`src/rtl/multicycle_control_pkg.sv`:
```
`default_nettype none
// ============================================================================
//  Module      : ctrl_pkg
//  Description : Shared constants for the multicycle MIPS control unit:
//                FSM state encodings, opcode/funct fields, ALU codes.
//  Revision    : 1.0 - initial release
// ============================================================================
package ctrl_pkg;

   // FSM state encodings (4-bit State register)
   localparam logic [3:0] FETCH    = 4'd0;
   localparam logic [3:0] DECODE   = 4'd1;
   localparam logic [3:0] MEMADR   = 4'd2;
   localparam logic [3:0] MEMREAD  = 4'd3;
   localparam logic [3:0] MEMWB    = 4'd4;
   localparam logic [3:0] MEMWRITE = 4'd5;
   localparam logic [3:0] EXECUTE  = 4'd6;
   localparam logic [3:0] ALUWB    = 4'd7;
   localparam logic [3:0] BRANCH   = 4'd8;
   localparam logic [3:0] ADDIEX   = 4'd9;
   localparam logic [3:0] ADDIWB   = 4'd10;
   localparam logic [3:0] JUMP     = 4'd11;

   // Opcodes (IR[31:26])
   localparam logic [5:0] c_op_rtype = 6'b000000;
   localparam logic [5:0] c_op_lw    = 6'b100011;
   localparam logic [5:0] c_op_sw    = 6'b101011;
   localparam logic [5:0] c_op_beq   = 6'b000100;
   localparam logic [5:0] c_op_addi  = 6'b001000;
   localparam logic [5:0] c_op_j     = 6'b000010;

   // R-type function fields (IR[5:0])
   localparam logic [5:0] c_funct_add = 6'b100000;
   localparam logic [5:0] c_funct_sub = 6'b100010;
   localparam logic [5:0] c_funct_and = 6'b100100;
   localparam logic [5:0] c_funct_or  = 6'b100101;
   localparam logic [5:0] c_funct_slt = 6'b101010;

   // ALUControl codes
   localparam logic [2:0] c_alu_add = 3'b010;
   localparam logic [2:0] c_alu_sub = 3'b110;
   localparam logic [2:0] c_alu_and = 3'b000;
   localparam logic [2:0] c_alu_or  = 3'b001;
   localparam logic [2:0] c_alu_slt = 3'b111;

   // ALUOp: how the ALU decoder should pick its operation
   typedef enum logic [1:0] {
      ALUOP_ADD   = 2'b00,
      ALUOP_SUB   = 2'b01,
      ALUOP_FUNCT = 2'b10
   } aluop_t;

endpackage : ctrl_pkg
`default_nettype wire

```
`src/rtl/multicycle_control_if.sv`:
```
`default_nettype none
// ============================================================================
//  Module      : multicycle_control_if
//  Description : Bundle between the control unit and the multicycle
//                datapath: instruction fields and status in, control out.
//  Revision    : 1.0 - initial release
// ============================================================================
interface multicycle_control_if;

   // Datapath -> control
   logic [5:0] Op;
   logic [5:0] Funct;
   logic       Zero;
   logic       MemReady;

   // Control -> datapath
   logic       IorD;
   logic       MemWrite;
   logic       IRWrite;
   logic       RegDst;
   logic       MemtoReg;
   logic       RegWrite;
   logic       ALUSrcA;
   logic [1:0] ALUSrcB;
   logic [2:0] ALUControl;
   logic [1:0] PCSrc;
   logic       PCEn;

   // Control unit side
   modport master (
      input  Op, Funct, Zero, MemReady,
      output IorD, MemWrite, IRWrite, RegDst, MemtoReg, RegWrite,
             ALUSrcA, ALUSrcB, ALUControl, PCSrc, PCEn
   );

   // Datapath side
   modport slave (
      output Op, Funct, Zero, MemReady,
      input  IorD, MemWrite, IRWrite, RegDst, MemtoReg, RegWrite,
             ALUSrcA, ALUSrcB, ALUControl, PCSrc, PCEn
   );

endinterface : multicycle_control_if
`default_nettype wire

```
`src/rtl/multicycle_control_alu_decoder.sv`:
```
`default_nettype none
// ============================================================================
//  Module      : alu_decoder
//  Description : Combinational ALU operation decoder. Maps ALUOp and the
//                R-type Funct field to a 3-bit ALUControl code and flags
//                whether Funct is one of the supported operations.
//  Revision    : 1.0 - initial release
// ============================================================================
module alu_decoder
   import ctrl_pkg::*;
(
   input  logic [1:0] ALUOp,
   input  logic [5:0] Funct,
   output logic [2:0] ALUControl,
   output logic       FunctValid
);

   logic [2:0] w_funct_ctrl;

   // Funct field lookup, independent of ALUOp so DECODE can test legality
   always_comb begin
      w_funct_ctrl = c_alu_add;
      FunctValid   = 1'b1;
      case (Funct)
         c_funct_add: w_funct_ctrl = c_alu_add;
         c_funct_sub: w_funct_ctrl = c_alu_sub;
         c_funct_and: w_funct_ctrl = c_alu_and;
         c_funct_or:  w_funct_ctrl = c_alu_or;
         c_funct_slt: w_funct_ctrl = c_alu_slt;
         default:     FunctValid   = 1'b0;
      endcase
   end

   // Select forced add/sub or the Funct-derived operation
   always_comb begin
      ALUControl = c_alu_add;
      case (ALUOp)
         ALUOP_ADD:   ALUControl = c_alu_add;
         ALUOP_SUB:   ALUControl = c_alu_sub;
         ALUOP_FUNCT: ALUControl = w_funct_ctrl;
         default:     ALUControl = c_alu_add;
      endcase
   end

endmodule : alu_decoder
`default_nettype wire

```
`src/rtl/multicycle_control.sv`:
```
`default_nettype none
// ============================================================================
//  Module      : multicycle_control
//  Description : Moore control FSM for the shared-memory multicycle MIPS
//                datapath. Sequences fetch/decode/execute with MemReady
//                wait states, drives datapath enables and selects, flags
//                unsupported instructions and counts retired instructions.
//  Revision    : 1.0 - initial release
// ============================================================================
module multicycle_control
   import ctrl_pkg::*;
#(
   parameter bit ENABLE_ADDI = 1'b1,
   parameter bit ENABLE_JUMP = 1'b1,
   parameter int CNT_W       = 16
) (
   input  logic                 clk,
   input  logic                 rst_n,
   multicycle_control_if.master bus,
   output logic                 IllegalOp,
   output logic [CNT_W-1:0]     Retired,
   output logic [3:0]           State
);

   localparam logic [CNT_W-1:0] c_one = {{(CNT_W-1){1'b0}}, 1'b1};

   logic [3:0]       r_state;
   logic [3:0]       w_next_state;
   logic [CNT_W-1:0] r_retired;
   logic             w_retire;
   logic             w_op_legal;
   logic             w_funct_valid;
   aluop_t           w_aluop;
   logic [2:0]       w_alucontrol;

   logic             w_iord;
   logic             w_memwrite;
   logic             w_irwrite;
   logic             w_regdst;
   logic             w_memtoreg;
   logic             w_regwrite;
   logic             w_alusrca;
   logic [1:0]       w_alusrcb;
   logic [1:0]       w_pcsrc;
   logic             w_pcen;
   logic             w_illegal;

   alu_decoder u_alu_decoder (
      .ALUOp      (w_aluop),
      .Funct      (bus.Funct),
      .ALUControl (w_alucontrol),
      .FunctValid (w_funct_valid)
   );

   // Classify the current opcode as supported or not
   always_comb begin
      w_op_legal = 1'b0;
      case (bus.Op)
         c_op_lw, c_op_sw, c_op_beq: w_op_legal = 1'b1;
         c_op_rtype:                 w_op_legal = w_funct_valid;
         c_op_addi:                  w_op_legal = ENABLE_ADDI;
         c_op_j:                     w_op_legal = ENABLE_JUMP;
         default:                    w_op_legal = 1'b0;
      endcase
   end

   // Next-state logic; unused encodings recover to FETCH
   always_comb begin
      w_next_state = FETCH;
      case (r_state)
         FETCH:    w_next_state = bus.MemReady ? DECODE : FETCH;
         DECODE: begin
            w_next_state = FETCH;
            if (w_op_legal) begin
               case (bus.Op)
                  c_op_lw, c_op_sw: w_next_state = MEMADR;
                  c_op_rtype:       w_next_state = EXECUTE;
                  c_op_beq:         w_next_state = BRANCH;
                  c_op_addi:        w_next_state = ADDIEX;
                  c_op_j:           w_next_state = JUMP;
                  default:          w_next_state = FETCH;
               endcase
            end
         end
         MEMADR:   w_next_state = (bus.Op == c_op_lw) ? MEMREAD : MEMWRITE;
         MEMREAD:  w_next_state = bus.MemReady ? MEMWB : MEMREAD;
         MEMWB:    w_next_state = FETCH;
         MEMWRITE: w_next_state = bus.MemReady ? FETCH : MEMWRITE;
         EXECUTE:  w_next_state = ALUWB;
         ALUWB:    w_next_state = FETCH;
         BRANCH:   w_next_state = FETCH;
         ADDIEX:   w_next_state = ADDIWB;
         ADDIWB:   w_next_state = FETCH;
         JUMP:     w_next_state = FETCH;
         default:  w_next_state = FETCH;
      endcase
   end

   // An instruction retires on leaving its last state
   always_comb begin
      w_retire = 1'b0;
      case (r_state)
         MEMWB, ALUWB, BRANCH, ADDIWB, JUMP: w_retire = 1'b1;
         MEMWRITE:                           w_retire = bus.MemReady;
         default:                            w_retire = 1'b0;
      endcase
   end

   // State register; reset aborts any instruction in flight
   always_ff @(posedge clk or negedge rst_n) begin
      if (!rst_n) begin
         r_state <= FETCH;
      end else begin
         r_state <= w_next_state;
      end
   end

   // Retired-instruction counter, wraps naturally
   always_ff @(posedge clk or negedge rst_n) begin
      if (!rst_n) begin
         r_retired <= '0;
      end else if (w_retire) begin
         r_retired <= r_retired + c_one;
      end
   end

   // Moore output decode; PCEn also looks at Zero/MemReady
   always_comb begin
      w_iord     = 1'b0;
      w_memwrite = 1'b0;
      w_irwrite  = 1'b0;
      w_regdst   = 1'b0;
      w_memtoreg = 1'b0;
      w_regwrite = 1'b0;
      w_alusrca  = 1'b0;
      w_alusrcb  = 2'b00;
      w_aluop    = ALUOP_ADD;
      w_pcsrc    = 2'b00;
      w_pcen     = 1'b0;
      w_illegal  = 1'b0;
      case (r_state)
         FETCH: begin
            w_alusrcb = 2'b01;
            w_irwrite = bus.MemReady;
            w_pcen    = bus.MemReady;
         end
         DECODE: begin
            w_alusrcb = 2'b11;
            w_illegal = ~w_op_legal;
         end
         MEMADR: begin
            w_alusrca = 1'b1;
            w_alusrcb = 2'b10;
         end
         MEMREAD: begin
            w_iord = 1'b1;
         end
         MEMWB: begin
            w_memtoreg = 1'b1;
            w_regwrite = 1'b1;
         end
         MEMWRITE: begin
            w_iord     = 1'b1;
            w_memwrite = 1'b1;
         end
         EXECUTE: begin
            w_alusrca = 1'b1;
            w_aluop   = ALUOP_FUNCT;
         end
         ALUWB: begin
            w_regdst   = 1'b1;
            w_regwrite = 1'b1;
         end
         BRANCH: begin
            w_alusrca = 1'b1;
            w_aluop   = ALUOP_SUB;
            w_pcsrc   = 2'b01;
            w_pcen    = bus.Zero;
         end
         ADDIEX: begin
            w_alusrca = 1'b1;
            w_alusrcb = 2'b10;
         end
         ADDIWB: begin
            w_regwrite = 1'b1;
         end
         JUMP: begin
            w_pcsrc = 2'b10;
            w_pcen  = 1'b1;
         end
         default: ;
      endcase
   end

   // Write enables are held low for as long as reset is asserted
   assign bus.MemWrite   = w_memwrite & rst_n;
   assign bus.IRWrite    = w_irwrite  & rst_n;
   assign bus.RegWrite   = w_regwrite & rst_n;
   assign bus.PCEn       = w_pcen     & rst_n;
   assign IllegalOp      = w_illegal  & rst_n;

   assign bus.IorD       = w_iord;
   assign bus.RegDst     = w_regdst;
   assign bus.MemtoReg   = w_memtoreg;
   assign bus.ALUSrcA    = w_alusrca;
   assign bus.ALUSrcB    = w_alusrcb;
   assign bus.ALUControl = w_alucontrol;
   assign bus.PCSrc      = w_pcsrc;

   assign Retired        = r_retired;
   assign State          = r_state;

endmodule : multicycle_control
`default_nettype wire

```
`src/flat_wrapper.sv`:
```
// flat-port wrapper written by rule: the top's interface ports become plain ports
module multicycle_control_flat import ctrl_pkg::*;
#(
   parameter bit ENABLE_ADDI = 1'b1,
   parameter bit ENABLE_JUMP = 1'b1,
   parameter int CNT_W       = 16
)
  (clk, rst_n, IllegalOp, Retired, State, bus_Op, bus_Funct, bus_Zero, bus_MemReady, bus_IorD, bus_MemWrite, bus_IRWrite, bus_RegDst, bus_MemtoReg, bus_RegWrite, bus_ALUSrcA, bus_ALUSrcB, bus_ALUControl, bus_PCSrc, bus_PCEn);
  multicycle_control_if bus_i ();
  input  logic clk;
  input  logic rst_n;
  output logic IllegalOp;
  output logic [CNT_W-1:0] Retired;
  output logic [3:0] State;
  input wire logic [$bits(bus_i.Op)-1:0] bus_Op;
  input wire logic [$bits(bus_i.Funct)-1:0] bus_Funct;
  input wire logic [$bits(bus_i.Zero)-1:0] bus_Zero;
  input wire logic [$bits(bus_i.MemReady)-1:0] bus_MemReady;
  output wire logic [$bits(bus_i.IorD)-1:0] bus_IorD;
  output wire logic [$bits(bus_i.MemWrite)-1:0] bus_MemWrite;
  output wire logic [$bits(bus_i.IRWrite)-1:0] bus_IRWrite;
  output wire logic [$bits(bus_i.RegDst)-1:0] bus_RegDst;
  output wire logic [$bits(bus_i.MemtoReg)-1:0] bus_MemtoReg;
  output wire logic [$bits(bus_i.RegWrite)-1:0] bus_RegWrite;
  output wire logic [$bits(bus_i.ALUSrcA)-1:0] bus_ALUSrcA;
  output wire logic [$bits(bus_i.ALUSrcB)-1:0] bus_ALUSrcB;
  output wire logic [$bits(bus_i.ALUControl)-1:0] bus_ALUControl;
  output wire logic [$bits(bus_i.PCSrc)-1:0] bus_PCSrc;
  output wire logic [$bits(bus_i.PCEn)-1:0] bus_PCEn;
  assign bus_i.Op = bus_Op;
  assign bus_i.Funct = bus_Funct;
  assign bus_i.Zero = bus_Zero;
  assign bus_i.MemReady = bus_MemReady;
  assign bus_IorD = bus_i.IorD;
  assign bus_MemWrite = bus_i.MemWrite;
  assign bus_IRWrite = bus_i.IRWrite;
  assign bus_RegDst = bus_i.RegDst;
  assign bus_MemtoReg = bus_i.MemtoReg;
  assign bus_RegWrite = bus_i.RegWrite;
  assign bus_ALUSrcA = bus_i.ALUSrcA;
  assign bus_ALUSrcB = bus_i.ALUSrcB;
  assign bus_ALUControl = bus_i.ALUControl;
  assign bus_PCSrc = bus_i.PCSrc;
  assign bus_PCEn = bus_i.PCEn;
  multicycle_control #(.ENABLE_ADDI(ENABLE_ADDI), .ENABLE_JUMP(ENABLE_JUMP), .CNT_W(CNT_W)) u_core (.clk(clk), .rst_n(rst_n), .bus(bus_i), .IllegalOp(IllegalOp), .Retired(Retired), .State(State));
endmodule
```
`config.mk`:
```
export PLATFORM = sky130hd
export DESIGN_NAME = multicycle_control_flat
export DESIGN_NICKNAME = d
export VERILOG_FILES = /design/src/rtl/multicycle_control_pkg.sv /design/src/rtl/multicycle_control_if.sv /design/src/rtl/multicycle_control_alu_decoder.sv /design/src/rtl/multicycle_control.sv /design/src/flat_wrapper.sv
export SDC_FILE = /design/constraint.sdc
export NUM_CORES = 1
export LEC_CHECK = 0
export CORE_ASPECT_RATIO = 1.2
export CORE_MARGIN = 4
export CORE_UTILIZATION = 46
export DETAILED_ROUTE_END_ITERATION = 10
export HOLD_SLACK_MARGIN = 0.1
export PLACE_DENSITY = 0.79
export SLEW_MARGIN = 0
export SYNTH_ARGS = -nofsm -noshare
export SYNTH_HDL_FRONTEND = slang
export SYNTH_SLANG_ARGS = --single-unit
```
`constraint.sdc`:
```
create_clock -name clk -period 2.1 [get_ports clk]
set_input_delay 0.42 -clock clk [delete_from_list [all_inputs] [get_ports clk]]
set_output_delay 0.42 -clock clk [all_outputs]
set_load 0.02 [all_outputs]
```
=== Yosys cells after proc, flatten, opt, wreduce, memory -nomap -nowiden ===
Index checks and enable logic that the tools add are counted.

* Equality and inequality tests: 23
* Reductions and logical operators: 10
* Multiplexer cells: 24
* Add/subtract/negate cells: 1
* Bitwise logic cells: 6

{| class="wikitable"
|+ Operator list
! cell !! number
|-
| == test 6 bit (second input constant) || 7
|-
| one-hot mux 4 bit (7 select lines) || 1
|-
| one-hot mux 4 bit (5 select lines) || 1
|-
| adder 16 x 1 -> 16 bit (second input constant) || 1
|-
| == test 4 x 3 -> 1 bit (second input constant) || 4
|-
| == test 4 bit (second input constant) || 4
|-
| OR reduction 5 bit || 3
|-
| one-hot mux 3 bit (4 select lines) || 1
|-
| two-way mux 1 bit || 10
|-
| two-way mux 3 bit || 3
|-
| == test 4 x 2 -> 1 bit (second input constant) || 2
|-
| one-hot mux 2 bit (2 select lines) || 2
|-
| == test 6 x 2 -> 1 bit (second input constant) || 1
|-
| == test 6 x 3 -> 1 bit (second input constant) || 1
|-
| == test 6 x 4 -> 1 bit (second input constant) || 1
|-
| zero test 6 bit || 1
|-
| one-hot mux 2 bit (3 select lines) || 1
|-
| one-hot mux 3 bit (2 select lines) || 1
|-
| OR reduction 2 bit || 3
|-
| AND 1 bit || 5
|-
| == test 4 x 1 -> 1 bit (second input constant) || 1
|-
| zero test 4 bit || 1
|-
| two-way mux 4 bit || 1
|-
| one-hot mux 1 bit (2 select lines) || 2
|-
| other kinds (6) || 6
|}

* Input port bits: 16
* Register bits: 20
* Output and inout bits: 36

=== Longest topological paths before layout ===
* Depth in word-level cells: 7
* Gate-level depth with buffers: 7

=== Modules after synthesis ===
From an unflattened synthesis, not the netlist that was laid out.

* Cell total of the unflattened synthesis: 162
* Area, all modules: 1491.4 um2

{| class="wikitable"
|+ By module, submodules not included
! module !! cells each !! area each (um2) !! instances
|-
| multicycle_control || 144 || 1323.8 || 1
|-
| alu_decoder || 18 || 167.7 || 1
|}

=== Worst setup path after synthesis ===
OpenSTA, ideal clock, no wires.

* Kind: flip-flop to output port
* Start: register u_core.r_state[1], in the netlist u_core.State[1]
* End: output bus_ALUControl[2]
* Slack: -0.288 ns
* Data arrival time: 1.968 ns
* Buffers on the path: 2
* Stages on the path, launching flop included: 8
* Cells stage by stage: dfrtp_1 -> buf_2 -> clkbuf_1 -> or3_1 -> inv_1 -> ha_1 -> a31oi_1 -> nor2b_1

* Cells in the longest elaborated chain, start to end: 4
* Elaborated cells on any way between the ends: 6
* Those cells by class: eq/ne (4); mux (2)

{| class="wikitable"
|+ Ends and longest elaborated chain
! what !! RTL line !! text
|-
| start, declared || multicycle_control.sv:27 || <nowiki>logic [3:0] r_state;</nowiki>
|-
| start signal, assigned || multicycle_control.sv:114 || <nowiki>r_state <= w_next_state;</nowiki>
|-
| == test 4 bit or == test 4 x 3 -> 1 bit (tied branches) || multicycle_control.sv:141 || <nowiki>case (r_state)</nowiki>
|-
| one-hot mux 2 bit (2 select lines) (*) || multicycle_control.sv:141 ||
|-
| == test 2 bit or == test 2 x 1 -> 1 bit (tied branches) || multicycle_control_alu_decoder.sv:37 || <nowiki>case (ALUOp)</nowiki>
|-
| one-hot mux 3 bit (2 select lines) (*) || multicycle_control_alu_decoder.sv:37 ||
|-
| end, declared || flat_wrapper.sv:27 || <nowiki>output wire logic [$bits(bus_i.ALUControl)-1:0] bus_ALUControl;</nowiki>
|}

Mark *: on every way between the ends. The rest lies on a longest branch, timed or not.

=== Worst setup path in the final report ===
* Start: register u_core.r_state[2], in the netlist u_core.State[2]
* End: output bus_ALUControl[1]

Same word-level chain as after synthesis.

==> run summary <==
=====================================================================================
Outcome ................................................................ finished with violations
Failing checks ......................................................... negative setup slack
Post-route clock period utilization ....................................         1.10
Biggest fanout along the worst timing path .............................            3
Reported leakage power .................................................      1.22 nW
Origin of the critical flop-to-flop path ............................... u_core.State[2]
Final hold viol count ..................................................            0
Nets@finish ............................................................          284
Sequential fraction of the synthesis area ..............................        0.325
Depth of the most critical reg-to-reg path .............................            7
Syn_nets ...............................................................          189
Antenna-violating nets left ............................................            0
Pin count of the biggest net entering global routing ...................           17
Fraction of synthesized cell area taken by the top area cell type ......        0.325
Cell depth of the worst hold path ......................................            1
Critical setup path kind ...............................................   reg -> out
Met3 track demand over resource ........................................       0.0523
Number of vias after detailed routing ..................................         1798
Sink count of the clock tree ...........................................           20
Achievable Freq ........................................................    0.434 GHz
Number of input and output port buffers inserted .......................           51
Global-route wire length before repair .................................      7.89 mm
Number of levels the H-tree was split into .............................            1
Final slew viol count ..................................................            0
Routability-driven placement congestion ratio ..........................        0.819
Area growth syn-to-layout ..............................................        74.0%
Global route total overflow ............................................            0
Path class of the lowest-slack min-delay path ..........................   reg -> reg
Mean area per synthesized cell .........................................     9.12 µm²
Worst IR Drop VDD ......................................................       744 µV
Flip-flop and latch count after synthesis ..............................           20
Critical path data arrival time ........................................      1880 ps
Setup slack after layout ...............................................      -202 ps
Antenna violations before repair .......................................            0
Number of clock buffers inserted by TritonCTS ..........................            3
Violation count after the first detailed-routing iteration .............          115
Number of inserted diodes ..............................................            0
Gate Count Post-Synth ..................................................          169
End-of-flow core utilization ...........................................        0.855
Top_reg_cell synth ..................................................... sky130_fd_sc_hd__dfrtp_1
Effective utilization at floorplan .....................................        0.491
Detail-routed via count per cell .......................................         6.01
Estimated wirelength of the detail-placed design .......................      3.42 mm
Minimum clock period ...................................................      2300 ps
Drc violations .........................................................            0
Chip height ............................................................      71.4 µm
Horiz. Die Dim .........................................................      60.8 µm
Clk_lat worst skew .....................................................       310 ps
Startpoint types .......................................................     register
Met1 usage .............................................................        0.298
Startpoint of the tightest hold check path ............................. u_core.Retired[15]
Total global routing track utilization .................................        0.233
Via count of the first global-routing pass .............................         1733
Std cell rows ..........................................................           22
CTS root buf ........................................................... sky130_fd_sc_hd__clkbuf_4
Data required time of the worst path ...................................      1680 ps
Cell count after placement .............................................          280
Worst hold endpoint .................................................... u_core.Retired[15]
Setup clock skew after layout ..........................................      4.11 ps
Synth Cell Area ........................................................  0.00154 mm²
CTS tree ...............................................................          yes
Pwr Density ............................................................   484 mW/mm²
Initial DRT Pass Iterations ............................................            5
Top cell type by total area after synthesis ............................ sky130_fd_sc_hd__dfrtp_1
Worst-case clock buffer depth ..........................................            2
Total Die Area .........................................................  0.00435 mm²
Number of primary I/O pins .............................................           52
Cell with the most instances after synthesis ........................... sky130_fd_sc_hd__dfrtp_1
Count of different cell masters after synthesis ........................           53
Share of post-route cells with drive strength above 1 ..................        0.426
Number of synthesized flops with an enable pin .........................            0
Endpoint of the most critical register-to-register path ................ u_core.Retired[1]
Area contributors post-synth ........................................... sky130_fd_sc_hd__dfrtp_1 32%, sky130_fd_sc_hd__xor2_1 5.7%, sky130_fd_sc_hd__xnor2_1 4.5%, sky130_fd_sc_hd__ha_1 3.2%, sky130_fd_sc_hd__nor2_1 2.7%
Max-Slew Margin vs Limit ...............................................        0.665
Count of max-cap constraint violations .................................            0
Routed length per instance .............................................      20.0 µm
Final Power ............................................................      1.30 mW
Setup slack, reg-to-reg ................................................       250 ps
Async SR Flop Fraction .................................................         1.00
Ranking of synthesized cells by instance count ......................... 20 x sky130_fd_sc_hd__dfrtp_1, 11 x sky130_fd_sc_hd__nor2_1, 10 x sky130_fd_sc_hd__xor2_1
Number of setup violations in the final report .........................            6
Transition time of the tightest slew-check pin .........................       499 ps
Met2 track utilization from global routing .............................        0.395
Kind of end point of the critical path .................................  output port
Core box area ..........................................................  0.00314 mm²
Most heavily used metal layer in global routing ........................         met2
Warning count from the yosys run .......................................            0
Setup repair after global routing missed its margin ....................         true
Clock-pin slew of the registers on the worst-case setup and hold paths .       110 ps
Post-Layout Cell Count .................................................          299
Total wire length after detailed routing ...............................      5.99 mm
Cts hold-fix bufs ......................................................            0
=====================================================================================
[kinds of logic after synthesis]
group / share of synthesized area
xor gates and xnor gates: 0.102
DFF: 0.325
and+or+nand+nor: 0.345
AOI/OAI and AO/OA: 0.129
adders and majority gates: 0.0325
muxes: 0.0292
buffers and inverters: 0.0373
[cell usage in the layout, fill, tap and decap left out, types with 3 or more instances in the layout]
cell type,netlist,final
sky130_fd_sc_hd__nor4_2,3,4
sky130_fd_sc_hd__dlygate4sd2_1,0,8
sky130_fd_sc_hd__dlymetal6s2s_1,0,6
sky130_fd_sc_hd__xnor2_1,8,8
sky130_fd_sc_hd__clkdlybuf4s50_1,0,22
sky130_fd_sc_hd__buf_6,1,9
sky130_fd_sc_hd__clkbuf_2,0,3
sky130_fd_sc_hd__xor2_1,10,10
sky130_fd_sc_hd__a21oi_1,7,5
sky130_fd_sc_hd__nor4b_2,2,3
sky130_fd_sc_hd__nand3_1,8,8
sky130_fd_sc_hd__nand2b_1,4,3
sky130_fd_sc_hd__clkbuf_4,0,3
sky130_fd_sc_hd__nor2_1,11,8
sky130_fd_sc_hd__o21ai_0,6,5
sky130_fd_sc_hd__nor3b_1,5,4
sky130_fd_sc_hd__dfrtp_1,20,18
sky130_fd_sc_hd__nor2b_4,0,4
sky130_fd_sc_hd__nand2_1,8,7
sky130_fd_sc_hd__ha_4,0,3
sky130_fd_sc_hd__nand4_1,5,5
sky130_fd_sc_hd__nor3_1,8,5
sky130_fd_sc_hd__buf_4,0,45
sky130_fd_sc_hd__nor3_2,1,4
sky130_fd_sc_hd__nor2_2,1,3
[how the worst max path moves through the flow]
stage | startpoint | endpoint | slack (ps) | cells past startpoint
after global placement | bus_Op[0] | IllegalOp | -600 | 6
after detailed placement | bus_Op[5] | IllegalOp | -670 | 6
final | u_core.State[2] | bus_ALUControl[1] | -200 | 5
after CTS | u_core.State[2] | bus_ALUControl[2] | -150 | 6
after global routing | u_core.State[2] | bus_ALUControl[1] | -250 | 5
after floorplan | u_core.State[0] | IllegalOp | 40 | 5
[worst max-delay path: stages, from the launching register on]
cell                       delay, ps
sky130_fd_sc_hd__dfrtp_1         440
sky130_fd_sc_hd__nand2b_4        170
sky130_fd_sc_hd__or3_4           390
sky130_fd_sc_hd__ha_4            300
sky130_fd_sc_hd__nand3b_1        110
sky130_fd_sc_hd__buf_6           160
[report_power, final]
| part | switching, mW | internal, mW | total [mW] |
|---|---|---|---|
| clock | 0.125 | 0.193 | 0.318 |
| sequential | 0.0558 | 0.422 | 0.478 |
| combinational | 0.253 | 0.250 | 0.502 |
[cell type report]
class                   count  area, µm²
clock inverters             1       30.0
inverters                   4       20.0
clock buffers               3       22.5
well taps                  36       45.0
fillers                   158        455
repair buffers             98        887
multi-input cells         137       1170
flip-flops and latches     20        503
[through the flow]
| stage | hold WS (ps) | setup WS, ps | setup TNS [ps] | area, µm² |
|---|---|---|---|---|
| global placement | 459 | -603 | -3100 | 2330 |
| global route | 501 | -247 | -1220 | 2680 |
| detailed placement | 463 | -666 | -3440 | 2330 |
| floorplan | 124 | 38.4 | 0 | 1580 |
| finish | 477 | -202 | -731 | 2680 |
| CTS | 480 | -148 | -360 | 2540 |
[state kept, by name, summed over array words and instances, names as in the netlist]
name,count
u_core.State,4
u_core.Retired,16
[layer usage]
metal	vias to the layer above	routed length, µm	part of all wire
met1	879	2420	0.40
li1	809	-	-
met3	17	370	0.062
met4	0	114	0.019
met2	93	3080	0.51
met5	-	0	0
[repair_timing]
action | in CTS | in global routing
resized for setup | 85 | 43
endpoints found under the setup margin | 16 | 13
cloned | 1 | 0
pin swaps | 8 | 7
endpoints found under the hold margin | 0 | 0
setup buffers | 8 | 6
Power figures use the tool's default switching activity.
==> RTL edit, RTL diff (config.mk and constraints unchanged) <==
`CNT_W` is set to 16 in 2 places; all go to 32.
--- a/src/rtl/multicycle_control.sv
+++ b/src/rtl/multicycle_control.sv
@@ -12,7 +12,7 @@
 #(
    parameter bit ENABLE_ADDI = 1'b1,
    parameter bit ENABLE_JUMP = 1'b1,
-   parameter int CNT_W       = 16
+   parameter int CNT_W       = 32
 ) (
    input  logic                 clk,
    input  logic                 rst_n,
--- a/src/flat_wrapper.sv
+++ b/src/flat_wrapper.sv
@@ -3,7 +3,7 @@
 #(
    parameter bit ENABLE_ADDI = 1'b1,
    parameter bit ENABLE_JUMP = 1'b1,
-   parameter int CNT_W       = 16
+   parameter int CNT_W       = 32
 )
   (clk, rst_n, IllegalOp, Retired, State, bus_Op, bus_Funct, bus_Zero, bus_MemReady, bus_IorD, bus_MemWrite, bus_IRWrite, bus_RegDst, bus_MemtoReg, bus_RegWrite, bus_ALUSrcA, bus_ALUSrcB, bus_ALUControl, bus_PCSrc, bus_PCEn);
   multicycle_control_if bus_i ();
Interface: changed (resized Retired); port bits go from 52 to 68. No check against the original RTL was run, so the function may have changed too.
==> RTL edit against the unedited design <==
  * The flow still finishes with violations (negative setup slack)
  * Register-to-register slack got worse by 0.12 ns
  * Total power increased by 18%
  * Wire length increased by 20%
  * Sequential cell count increased by 16
  * Global-route usage decreased by 1.8 points
  * Final area increased by 37%
  * Worst setup slack got worse by 0.0050 ns
  * Area after synthesis increased by 48%
  * Worst hold slack got worse by 0.23 ns
  * Largest cell class unchanged
==> RTL edit: results (changes against the unedited design) <==
Mapped Nets - 264 (+40%)
Fin cells - 422 (+41%)
DRT Pass-1 Iters - 4 (-1)
GRT Total Usage - 21.5% (-1.8 points)
Leakage - 1.72 nW (+41%)
Slew HR - 70.9% (+4.4 points)
Root Driver - clkbuf_8
Critical path's slowest cell - or3_4
Hold WC Path Type - in -> async
Top cells by count, synth - dfrtp_1, nor2_1, nand2_1
Metal-1 WL - 2.79 mm (+15%)
Status - finished, violations left
Fin Setup TNS - -0.556 ns (+0.175 ns)
CTS clock-pin slew for the worst setup and hold paths - 0.07 ns (-0.04 ns)
Vias in the first global route - 2331 (+35%)
Library cells used by synthesis - 41 (-23%)
Worst Slack Setup Final - -0.207 ns (-0.00498 ns)
Post-synthesis sequential area ratio - 39.6% (+7.1 points)
Drt first-iter violations - 111 (-3.5%)
P_int - 1.11 mW (+28%)
Failing checks - negative setup slack
Largest cells by area after synthesis - dfrtp_1, xnor2_1, xor2_1
Post-synthesis adder-cell area fraction - 2.20% (-1.0 points)
CTS buffer count - 5 (+2)
Seq. cell area - 906 sq um (+80%)
Routed wl met2 - 3.74 mm (+21%)
Peak supply drop - 293 uV (-61%)
Mux cell area share after synthesis - 2.25% (-0.67 points)
Met3 usage - 4.15% (-1.1 points)
Endpoints failing setup - 5 (-1)
Fillcell total - 315 (+99%)
Avg Cell Area, Syn - 9.33 sq um (+2.3%)
Largest net degree at the start of global routing - 33 (+16)
Via density - 5.65 (-6.0%)
Nets@finish - 384 (+35%)
Placed standard-cell area - 3300 sq um (+42%)
WL final - 7.18 mm (+20%)
XOR/XNOR Fraction of Synth Area - 12.7% (+2.5 points)
[RTL edit: cell count changes after synthesis, sizes merged, moves of 6 or more]
cell / unedited run / this run
nand2: 8 / 21
nor2: 13 / 22
xor2: 10 / 16
inv: 4 / 10
dfrtp: 20 / 36
nand3: 8 / 16
xnor2: 8 / 17
[RTL edit: worst paths after layout]
| check | from | end | slack (ns) |
|---|---|---|---|
| min in group clk | u_core.Retired[31]$_DFFE_PN0P_ | u_core.Retired[31]$_DFFE_PN0P_ | 0.46 |
| hold reg to reg | u_core.Retired[31]$_DFFE_PN0P_ | u_core.Retired[31]$_DFFE_PN0P_ | 0.46 |
| setup / recovery | u_core.State[2]$_DFF_PN0_ | bus_ALUControl[2] | -0.21 |
| hold / removal | rst_n | u_core.Retired[22]$_DFFE_PN0P_ | 0.25 |
| setup reg to reg | u_core.State[0]$_DFF_PN0_ | u_core.Retired[27]$_DFFE_PN0P_ | 0.13 |
| max in group asynchronous | rst_n | u_core.State[0]$_DFF_PN0_ | 1.30 |
[RTL edit: power by group through the flow]
stage	logic, mW	clock network (mW)	registers (mW)
6_report	0.332	0.457	0.742
5_1_grt	0.351	0.502	0.744
4_1_cts	0.294	0.472	0.743
3_5_place_dp	0.269	0	0.756
3_3_place_gp	0.266	0	0.752
2_1_floorplan	0.0955	0	0.768
[RTL edit: worst max-delay path, delay by kind of cell, from the launching register on]
family	cells	cell delay (ns)
and+or+nand+nor	3	0.64
adders and majority gates	1	0.21
buffers and inverters	1	0.13
AOI/OAI and AO/OA	1	0.23
DFF	1	0.40
[RTL edit: area by class of cell]
cell class                      count  area share [%]
Multi-Input combinational cell    190            41.4
Clock inverter                      1           0.137
Tap cell                           58            1.98
Clock buffer                        6            1.98
Timing Repair Buffer              121            28.7
Inverter                           10            1.09
Sequential cell                    36            24.7
